<file path="config.mk">
export PLATFORM = sky130hd
export DESIGN_NAME = fetch_ctrl
export DESIGN_NICKNAME = d
export VERILOG_FILES = /design/src/rtl/fetch_ctrl.sv
export SDC_FILE = /design/constraint.sdc
export NUM_CORES = 1
export LEC_CHECK = 0
export CAP_MARGIN = 20
export CELL_PAD_IN_SITES_DETAIL_PLACEMENT = 0
export CELL_PAD_IN_SITES_GLOBAL_PLACEMENT = 1
export CORE_AREA = 2 2 191 193
export DETAILED_ROUTE_END_ITERATION = 8
export DIE_AREA = 0 0 193 195
export GPL_TIMING_DRIVEN = 0
export PLACE_DENSITY = 0.73
export SETUP_SLACK_MARGIN = 0.4
export SLEW_MARGIN = 5
export SYNTH_ARGS = -nofsm -noshare
export SYNTH_HDL_FRONTEND = slang
export SYNTH_SLANG_ARGS = --single-unit
export TNS_END_PERCENT = 10
</file>
<file path="constraint.sdc">
create_clock -name clk -period 3 [get_ports clk]
set_input_delay 0.3 -clock clk [delete_from_list [all_inputs] [get_ports clk]]
set_output_delay 0.3 -clock clk [all_outputs]
set_load 0.02 [all_outputs]
</file>
<file path="src/rtl/fetch_ctrl.sv">
// fetch_ctrl: producer side of the fetch-to-decode instruction queue.
// Generates the sequential fetch PC, issues FETCH_WIDTH-wide ICache requests,
// tracks in-flight requests with a credit scheme, and holds returned packets
// until the instruction buffer accepts them. A redirect reloads the PC,
// flushes held packets and drains stale in-flight responses.
// Optional build macro: FETCH_CTRL_PERF_EN adds three saturating perf counters
// (perf_req_cnt, perf_drop_cnt, perf_bp_cnt).
module fetch_ctrl #(
  parameter int CPU_ADDR_BITS = 32,
  parameter int CPU_INST_BITS = 32,
  parameter int FETCH_WIDTH   = 2,
  parameter int MAX_INFLIGHT  = 2,
  parameter logic [CPU_ADDR_BITS-1:0] RESET_PC = 32'h0000_0000
) (
  input  logic                                 clk,
  input  logic                                 rst_n,
  input  logic                                 redirect_val,
  input  logic [CPU_ADDR_BITS-1:0]             redirect_pc,
  output logic                                 icache_req_val,
  input  logic                                 icache_req_rdy,
  output logic [CPU_ADDR_BITS-1:0]             icache_req_addr,
  input  logic                                 icache_resp_val,
  input  logic [FETCH_WIDTH*CPU_INST_BITS-1:0] icache_resp_data,
  output logic [CPU_ADDR_BITS-1:0]             pc,
  output logic [FETCH_WIDTH*CPU_INST_BITS-1:0] icache_dout,
  output logic                                 icache_dout_val,
  input  logic                                 inst_buffer_rdy
`ifdef FETCH_CTRL_PERF_EN
  ,
  output logic [31:0]                          perf_req_cnt,
  output logic [31:0]                          perf_drop_cnt,
  output logic [31:0]                          perf_bp_cnt
`endif
);

  localparam int PKT_BITS = FETCH_WIDTH * CPU_INST_BITS;
  localparam int PTR_W    = (MAX_INFLIGHT > 1) ? $clog2(MAX_INFLIGHT) : 1;
  localparam int CNT_W    = $clog2(MAX_INFLIGHT + 1);
  localparam int SUM_W    = CNT_W + 1;

  localparam logic [CPU_ADDR_BITS-1:0] PC_STRIDE = CPU_ADDR_BITS'(FETCH_WIDTH * 4);
  localparam logic [CPU_ADDR_BITS-1:0] ALIGN_MASK = ~(CPU_ADDR_BITS'(3));
  localparam logic [PTR_W-1:0]         PTR_LAST  = PTR_W'(MAX_INFLIGHT - 1);
  localparam logic [SUM_W-1:0]         CREDITS   = SUM_W'(MAX_INFLIGHT);
  localparam logic [CNT_W-1:0]         CNT_ONE   = CNT_W'(1);

  typedef enum logic [1:0] {
    ST_BOOT  = 2'd0,
    ST_RUN   = 2'd1,
    ST_DRAIN = 2'd2
  } state_e;

  // Circular pointer advance; works for any depth, not only powers of two.
  function automatic logic [PTR_W-1:0] next_ptr(input logic [PTR_W-1:0] p);
    logic [PTR_W-1:0] r;
    if (p == PTR_LAST) begin
      r = '0;
    end else begin
      r = p + PTR_W'(1);
    end
    return r;
  endfunction

  // Architectural state
  state_e                     state_q, state_d;
  logic [CPU_ADDR_BITS-1:0]   fetch_pc_q, fetch_pc_d;
  logic [CNT_W-1:0]           outstanding_q, outstanding_d;
  logic [CNT_W-1:0]           held_q, held_d;
  logic [CNT_W-1:0]           drop_cnt_q, drop_cnt_d;

  // PC FIFO: addresses of accepted, not yet answered requests
  logic [CPU_ADDR_BITS-1:0]   pc_mem_q [MAX_INFLIGHT];
  logic [CPU_ADDR_BITS-1:0]   pc_mem_d [MAX_INFLIGHT];
  logic [PTR_W-1:0]           pc_wr_ptr_q, pc_wr_ptr_d;
  logic [PTR_W-1:0]           pc_rd_ptr_q, pc_rd_ptr_d;

  // Response FIFO: returned packets paired with their PC, waiting for the buffer
  logic [CPU_ADDR_BITS-1:0]   rsp_pc_mem_q [MAX_INFLIGHT];
  logic [CPU_ADDR_BITS-1:0]   rsp_pc_mem_d [MAX_INFLIGHT];
  logic [PKT_BITS-1:0]        rsp_data_mem_q [MAX_INFLIGHT];
  logic [PKT_BITS-1:0]        rsp_data_mem_d [MAX_INFLIGHT];
  logic [PTR_W-1:0]           rsp_wr_ptr_q, rsp_wr_ptr_d;
  logic [PTR_W-1:0]           rsp_rd_ptr_q, rsp_rd_ptr_d;

  // Per-cycle events
  logic [SUM_W-1:0]           credit_sum_s;
  logic                       req_val_s;
  logic                       accept_s;
  logic                       resp_take_s;
  logic                       resp_push_s;
  logic                       resp_drop_s;
  logic                       dout_val_s;
  logic                       pop_s;

  // Decode this cycle's handshakes; a response with nothing outstanding is ignored.
  always_comb begin
    credit_sum_s = {1'b0, outstanding_q} + {1'b0, held_q};
    req_val_s    = (state_q == ST_RUN) && !redirect_val && (credit_sum_s < CREDITS);
    accept_s     = req_val_s && icache_req_rdy;
    resp_take_s  = icache_resp_val && (outstanding_q != '0);
    resp_push_s  = resp_take_s && (state_q == ST_RUN) && !redirect_val;
    resp_drop_s  = resp_take_s && !resp_push_s;
    dout_val_s   = (held_q != '0) && !redirect_val;
    pop_s        = dout_val_s && inst_buffer_rdy;
  end

  // Counters move by their net change; redirect flushes held packets and
  // arms drop_cnt with whatever is still in flight after this cycle.
  always_comb begin
    outstanding_d = outstanding_q;
    held_d        = held_q;
    drop_cnt_d    = drop_cnt_q;

    if (accept_s && !resp_take_s) begin
      outstanding_d = outstanding_q + CNT_ONE;
    end else if (!accept_s && resp_take_s) begin
      outstanding_d = outstanding_q - CNT_ONE;
    end else begin
      outstanding_d = outstanding_q;
    end

    if (redirect_val) begin
      held_d = '0;
    end else if (resp_push_s && !pop_s) begin
      held_d = held_q + CNT_ONE;
    end else if (!resp_push_s && pop_s) begin
      held_d = held_q - CNT_ONE;
    end else begin
      held_d = held_q;
    end

    if (redirect_val) begin
      // no accept is possible here, so this equals outstanding_d
      drop_cnt_d = resp_take_s ? (outstanding_q - CNT_ONE) : outstanding_q;
    end else if ((state_q == ST_DRAIN) && resp_take_s) begin
      drop_cnt_d = drop_cnt_q - CNT_ONE;
    end else begin
      drop_cnt_d = drop_cnt_q;
    end
  end

  // Next-state logic; DRAIN is entered only when stale responses remain.
  always_comb begin
    state_d = state_q;
    case (state_q)
      ST_BOOT: begin
        state_d = ST_RUN;
      end
      ST_RUN: begin
        if (redirect_val && (drop_cnt_d != '0)) begin
          state_d = ST_DRAIN;
        end else begin
          state_d = ST_RUN;
        end
      end
      ST_DRAIN: begin
        if (drop_cnt_d == '0) begin
          state_d = ST_RUN;
        end else begin
          state_d = ST_DRAIN;
        end
      end
      default: begin
        state_d = ST_BOOT;
      end
    endcase
  end

  // Fetch PC: reload on redirect (word aligned), otherwise advance on accept.
  always_comb begin
    fetch_pc_d = fetch_pc_q;
    if (redirect_val) begin
      fetch_pc_d = redirect_pc & ALIGN_MASK;
    end else if (accept_s) begin
      fetch_pc_d = fetch_pc_q + PC_STRIDE;
    end else begin
      fetch_pc_d = fetch_pc_q;
    end
  end

  // PC FIFO update: write on accept, read when a response is kept.
  always_comb begin
    pc_mem_d    = pc_mem_q;
    pc_wr_ptr_d = pc_wr_ptr_q;
    pc_rd_ptr_d = pc_rd_ptr_q;
    if (redirect_val) begin
      pc_wr_ptr_d = '0;
      pc_rd_ptr_d = '0;
    end else begin
      if (accept_s) begin
        pc_mem_d[pc_wr_ptr_q] = fetch_pc_q;
        pc_wr_ptr_d           = next_ptr(pc_wr_ptr_q);
      end else begin
        pc_wr_ptr_d = pc_wr_ptr_q;
      end
      if (resp_push_s) begin
        pc_rd_ptr_d = next_ptr(pc_rd_ptr_q);
      end else begin
        pc_rd_ptr_d = pc_rd_ptr_q;
      end
    end
  end

  // Response FIFO update: push kept responses with their PC, pop on buffer accept.
  always_comb begin
    rsp_pc_mem_d   = rsp_pc_mem_q;
    rsp_data_mem_d = rsp_data_mem_q;
    rsp_wr_ptr_d   = rsp_wr_ptr_q;
    rsp_rd_ptr_d   = rsp_rd_ptr_q;
    if (redirect_val) begin
      rsp_wr_ptr_d = '0;
      rsp_rd_ptr_d = '0;
    end else begin
      if (resp_push_s) begin
        rsp_pc_mem_d[rsp_wr_ptr_q]   = pc_mem_q[pc_rd_ptr_q];
        rsp_data_mem_d[rsp_wr_ptr_q] = icache_resp_data;
        rsp_wr_ptr_d                 = next_ptr(rsp_wr_ptr_q);
      end else begin
        rsp_wr_ptr_d = rsp_wr_ptr_q;
      end
      if (pop_s) begin
        rsp_rd_ptr_d = next_ptr(rsp_rd_ptr_q);
      end else begin
        rsp_rd_ptr_d = rsp_rd_ptr_q;
      end
    end
  end

  // State and FIFO registers with asynchronous reset.
  always_ff @(posedge clk or negedge rst_n) begin
    if (!rst_n) begin
      state_q       <= ST_BOOT;
      fetch_pc_q    <= RESET_PC;
      outstanding_q <= '0;
      held_q        <= '0;
      drop_cnt_q    <= '0;
      pc_wr_ptr_q   <= '0;
      pc_rd_ptr_q   <= '0;
      rsp_wr_ptr_q  <= '0;
      rsp_rd_ptr_q  <= '0;
      for (int i = 0; i < MAX_INFLIGHT; i++) begin
        pc_mem_q[i]       <= '0;
        rsp_pc_mem_q[i]   <= '0;
        rsp_data_mem_q[i] <= '0;
      end
    end else begin
      state_q        <= state_d;
      fetch_pc_q     <= fetch_pc_d;
      outstanding_q  <= outstanding_d;
      held_q         <= held_d;
      drop_cnt_q     <= drop_cnt_d;
      pc_wr_ptr_q    <= pc_wr_ptr_d;
      pc_rd_ptr_q    <= pc_rd_ptr_d;
      rsp_wr_ptr_q   <= rsp_wr_ptr_d;
      rsp_rd_ptr_q   <= rsp_rd_ptr_d;
      pc_mem_q       <= pc_mem_d;
      rsp_pc_mem_q   <= rsp_pc_mem_d;
      rsp_data_mem_q <= rsp_data_mem_d;
    end
  end

  // Output drive: packet fields are zero whenever nothing valid is presented.
  always_comb begin
    icache_req_val  = req_val_s;
    icache_req_addr = fetch_pc_q;
    icache_dout_val = dout_val_s;
    if (dout_val_s) begin
      pc          = rsp_pc_mem_q[rsp_rd_ptr_q];
      icache_dout = rsp_data_mem_q[rsp_rd_ptr_q];
    end else begin
      pc          = '0;
      icache_dout = '0;
    end
  end

`ifdef FETCH_CTRL_PERF_EN
  logic [31:0] perf_req_cnt_q,  perf_req_cnt_d;
  logic [31:0] perf_drop_cnt_q, perf_drop_cnt_d;
  logic [31:0] perf_bp_cnt_q,   perf_bp_cnt_d;

  // Saturating event counters; unaffected by redirect.
  always_comb begin
    perf_req_cnt_d  = perf_req_cnt_q;
    perf_drop_cnt_d = perf_drop_cnt_q;
    perf_bp_cnt_d   = perf_bp_cnt_q;
    if (accept_s && (perf_req_cnt_q != 32'hFFFF_FFFF)) begin
      perf_req_cnt_d = perf_req_cnt_q + 32'd1;
    end else begin
      perf_req_cnt_d = perf_req_cnt_q;
    end
    if (resp_drop_s && (perf_drop_cnt_q != 32'hFFFF_FFFF)) begin
      perf_drop_cnt_d = perf_drop_cnt_q + 32'd1;
    end else begin
      perf_drop_cnt_d = perf_drop_cnt_q;
    end
    if (dout_val_s && !inst_buffer_rdy && (perf_bp_cnt_q != 32'hFFFF_FFFF)) begin
      perf_bp_cnt_d = perf_bp_cnt_q + 32'd1;
    end else begin
      perf_bp_cnt_d = perf_bp_cnt_q;
    end
  end

  // Perf counter registers.
  always_ff @(posedge clk or negedge rst_n) begin
    if (!rst_n) begin
      perf_req_cnt_q  <= 32'd0;
      perf_drop_cnt_q <= 32'd0;
      perf_bp_cnt_q   <= 32'd0;
    end else begin
      perf_req_cnt_q  <= perf_req_cnt_d;
      perf_drop_cnt_q <= perf_drop_cnt_d;
      perf_bp_cnt_q   <= perf_bp_cnt_d;
    end
  end

  assign perf_req_cnt  = perf_req_cnt_q;
  assign perf_drop_cnt = perf_drop_cnt_q;
  assign perf_bp_cnt   = perf_bp_cnt_q;
`else
  // Drop events only feed the optional perf counters.
  logic unused_drop_s;
  assign unused_drop_s = resp_drop_s;
`endif

endmodule

</file>
==> flow_metrics.tcl <==
set metrics [dict create \
    grt_max_degree 84 \
    cts_root_buf "clkbuf_16" \
    synthArstFlopShare 1.00 \
    fillers 3287 \
    clock-sinks 290 \
    wire_per_inst_microns 19.0 \
    synth.area.mux_share 0.253 \
    period_share 0.979 \
    place_congestion 0.843 \
    cts_tree "done" \
    worst_path_max_delay_cell "or4_4" \
    synth_compound_area_frac 0.0628 \
    switchingPower_mw 4.87 \
    layout-drive-gt1-share 0.223 \
    tightest_slew_ns 0.830 \
    core_sq_um 35400 \
    ys_warn_count 0 \
    synth_top_family_by_area "multiplexers" \
    combPwrFrac 0.315 \
    ant_nets 0 \
    final_util 0.499 \
    rows 69 \
    seq_area_frac_synth 0.544 \
    dpl_cell_area_sq_um 16300 \
    maxCapViolations 0 \
    final_area_sq_um 17700 \
    power_density_nw_per_um2 885 \
    slew_violations 0 \
    synth_area_sq_um 13300 \
    port_buffers 224 \
    yosys.area_share.simple 0.101 \
    cts_max_level 1 \
    antenna_found_initial 0 \
    clk_latency_ns 0.55 \
    grt_pass1_wl_mm 56.6 \
    wirelength_mm 36.0 \
    rrSetupSlack_ns 0.06 \
    nNetsFinal 1518 \
    cpPeakStageDelay_ns 0.57 \
    dr.pass1.iters 5 \
    vias 9781 \
    synth_area_leader_cell "dfrtp_1" \
    synth_area_leaders "dfrtp_1 54%, mux2_2 16%, mux2i_1 9.4%" \
    period_needed_ns 2.94 \
    grt_pass1_vias 9967 \
    grt_overflow 0 \
    status "completed" \
    rsz0062_at_grt "true" \
    hold_start "redirect_val" \
    worstReg2RegStart "held_q[0]" \
    cts_buffers 31 \
    finalSetupTns_ns 0 \
    maxClockFrequency_mhz 341 \
    r2r_end "icache_req_addr[18]" \
    clk_pin_slew_ns 0.06 \
    end_kind "flip-flop" \
    synth_edf_count 0 \
    syn2layout_area_growth_pct 32.5 \
    grt_busiest_layer "met2" \
    cp_cell_sequence "and2_4 > fa_2 > or4b_1 > clkbuf_8 > or4_4 > or3_1 > a31oi_1" \
    setup_viol 0 \
    ir_drop_mv 0.548 \
    vias_per_cell 5.16 \
    fin_skew_ns 0.00899 \
    antenna_cells 0 \
    grt_use_met1 0.279 \
    yosysUniqueCellTypes 56 \
    power.leakage_nw 7.53 \
    initialDrtViolationCount 538 \
    synthCells 1137 \
    hold_end "icache_req_addr[10]" \
    track_usage 0.190 \
    netlist.area_leader.share 0.544 \
    r2r_cells 7 \
    synth_fa_ha_area_frac 0.00432 \
    die_w_microns 193 \
    ios 232 \
    arrival_ns 3.42 \
    power.internal_mw 10.8 \
    start_util 0.377 \
    synth_flop_cell "dfrtp_1" \
    drc 0 \
    min_path_type "primary input to flip-flop" \
    clkPwrFrac 0.268 \
    syn_area_per_cell_sq_um 11.7 \
    use_met3 0.0289 \
    clk_path_buf_depth 3 \
    required_ns 3.48 \
    cp_max_fo 6 \
    met2_usage 0.297 \
    slew_headroom 0.446 \
    seqPwrFrac 0.417 \
    start_kind "flip-flop" \
    switching_share 0.312 \
    hpwl_mm 25.6 \
    die_h_microns 195 \
    ys_ff_latch 290 \
    critPathKind "flip-flop to flip-flop" \
    hold_depth 4 \
    synth_xor_area_frac 0.00525 \
    hold_viol_final 0 \
    die_area_sq_um 37600 \
]
## cell type report
| class | instances | area [sq um] | share of cell area |
|---|---|---|---|
| inverters | 11 | 41.3 | 0.00234 |
| repair buffers | 239 | 2380 | 0.135 |
| clock inverters | 10 | 206 | 0.0117 |
| flip-flops and latches | 290 | 7260 | 0.411 |
| clock buffers | 45 | 928 | 0.0525 |
| multi-input cells | 757 | 5820 | 0.329 |
| well taps | 461 | 577 | 0.0326 |
| plain buffers | 82 | 453 | 0.0256 |
## what timing repair did
action                                  CTS  global route
pin swaps                                 4             2
buffers inserted                          9             1
endpoints found under the setup margin  352           354
hold buffers                              1             0
resized for setup                       102            29
endpoints found under the hold margin    70             0
## stage by stage
stage                     std cells  worst slack, ns  power [mW]  hold slack [ns]
final                          1895           0.0633        15.6            0.204
after global routing           1895          -0.0222        16.6            0.222
after CTS                      1894           0.0644        15.8            0.211
after detailed placement       1829           -0.460        11.4            0.299
after global placement         1825           -10.92        11.2            0.460
after floorplan                1140            0.232        9.67          0.00441
## cells in the final DEF (no fill, tap or decap), types with 7 or more instances in the layout
master,netlist,layout
a21oi_1,37,36
a22oi_1,7,7
buf_2,7,14
buf_4,4,16
clkbuf_1,59,40
clkbuf_16,0,32
clkbuf_2,1,14
clkbuf_8,0,11
clkdlybuf4s50_1,0,189
dfrtp_1,290,287
dlygate4sd2_1,0,33
inv_1,10,10
mux2_2,189,189
mux2i_1,125,125
nand2_1,60,60
nand3_1,23,22
nand4_1,12,12
nor2_1,139,138
nor3_1,12,12
o211ai_1,9,9
o21ai_0,40,40
or4_1,11,11
## flip-flops by register name, indices dropped and copies added (netlist names), 2 cells and up
register	flops
held_q	2
icache_req_addr	30
outstanding_q	2
rsp_pc_mem_q	60
drop_cnt_q	2
pc_mem_q	60
state_q	2
rsp_data_mem_q	128
## worst max-delay path: cells and delay by family, from the launching register on
kind	cells	cell delay, ns
compound gates	1	0.18
fa+ha+maj	1	0.49
buf+inv	1	0.15
flops	1	0.41
simple gates	4	1.63
## power groups by stage
stage | clock, mW | sequential, mW | combinational, mW
5_1_grt | 4.46 | 6.73 | 5.42
3_5_place_dp | 0 | 6.58 | 4.79
6_report | 4.20 | 6.52 | 4.92
4_1_cts | 4.31 | 6.51 | 4.96
3_3_place_gp | 0 | 6.51 | 4.68
2_1_floorplan | 0 | 6.38 | 3.29
## cells by family (layout without fill, tap and decap cells)
kind of cell / Yosys count / in the layout
other: 1 / 4
xor gates and xnor gates: 8 / 8
buffers and inverters: 93 / 387
adders and majority gates: 4 / 4
DFF: 290 / 290
muxes: 314 / 314
AOI/OAI and AO/OA: 132 / 132
and+or+nand+nor: 295 / 295
## synth_stat cells (all sizes together) (3+ instances only)
cell / instances
a31oi: 3
ha: 3
or4: 12
nand2b: 3
a221o: 5
dfrtp: 290
nand3: 23
clkbuf: 60
nor4: 7
nand4: 12
inv: 10
nand2: 60
a311oi: 3
or3: 3
xor2: 3
and3: 5
o311ai: 11
buf: 22
a22oi: 7
a21o: 5
nor2b: 4
xnor2: 5
nor3: 12
a21oi: 37
nor2: 139
mux2i: 125
mux2: 189
and2: 4
o211ai: 9
o21ai: 41
## layer usage
metal / vias to the layer above / routed length (microns) / part of all wire
li1: 4590 / - / -
met1: 4859 / 16900 / 0.47
met2: 285 / 16300 / 0.45
met3: 47 / 2130 / 0.059
met4: 0 / 689 / 0.019
met5: - / 0 / 0
## worst max path at each step
stage                                 from             endpoint  slack, ns  cells past startpoint
after CTS                        held_q[0]  icache_req_addr[18]       0.06                      7
after floorplan           outstanding_q[0]  icache_req_addr[18]       0.23                      7
final                            held_q[0]  icache_req_addr[18]       0.06                      7
after global routing             held_q[0]  icache_req_addr[24]      -0.02                      7
after global placement               rst_n  icache_req_addr[29]     -10.92                      1
after detailed placement  outstanding_q[0]         pc_mem_q[43]      -0.46                      8
No activity file was read; power rests on OpenSTA's default activity.
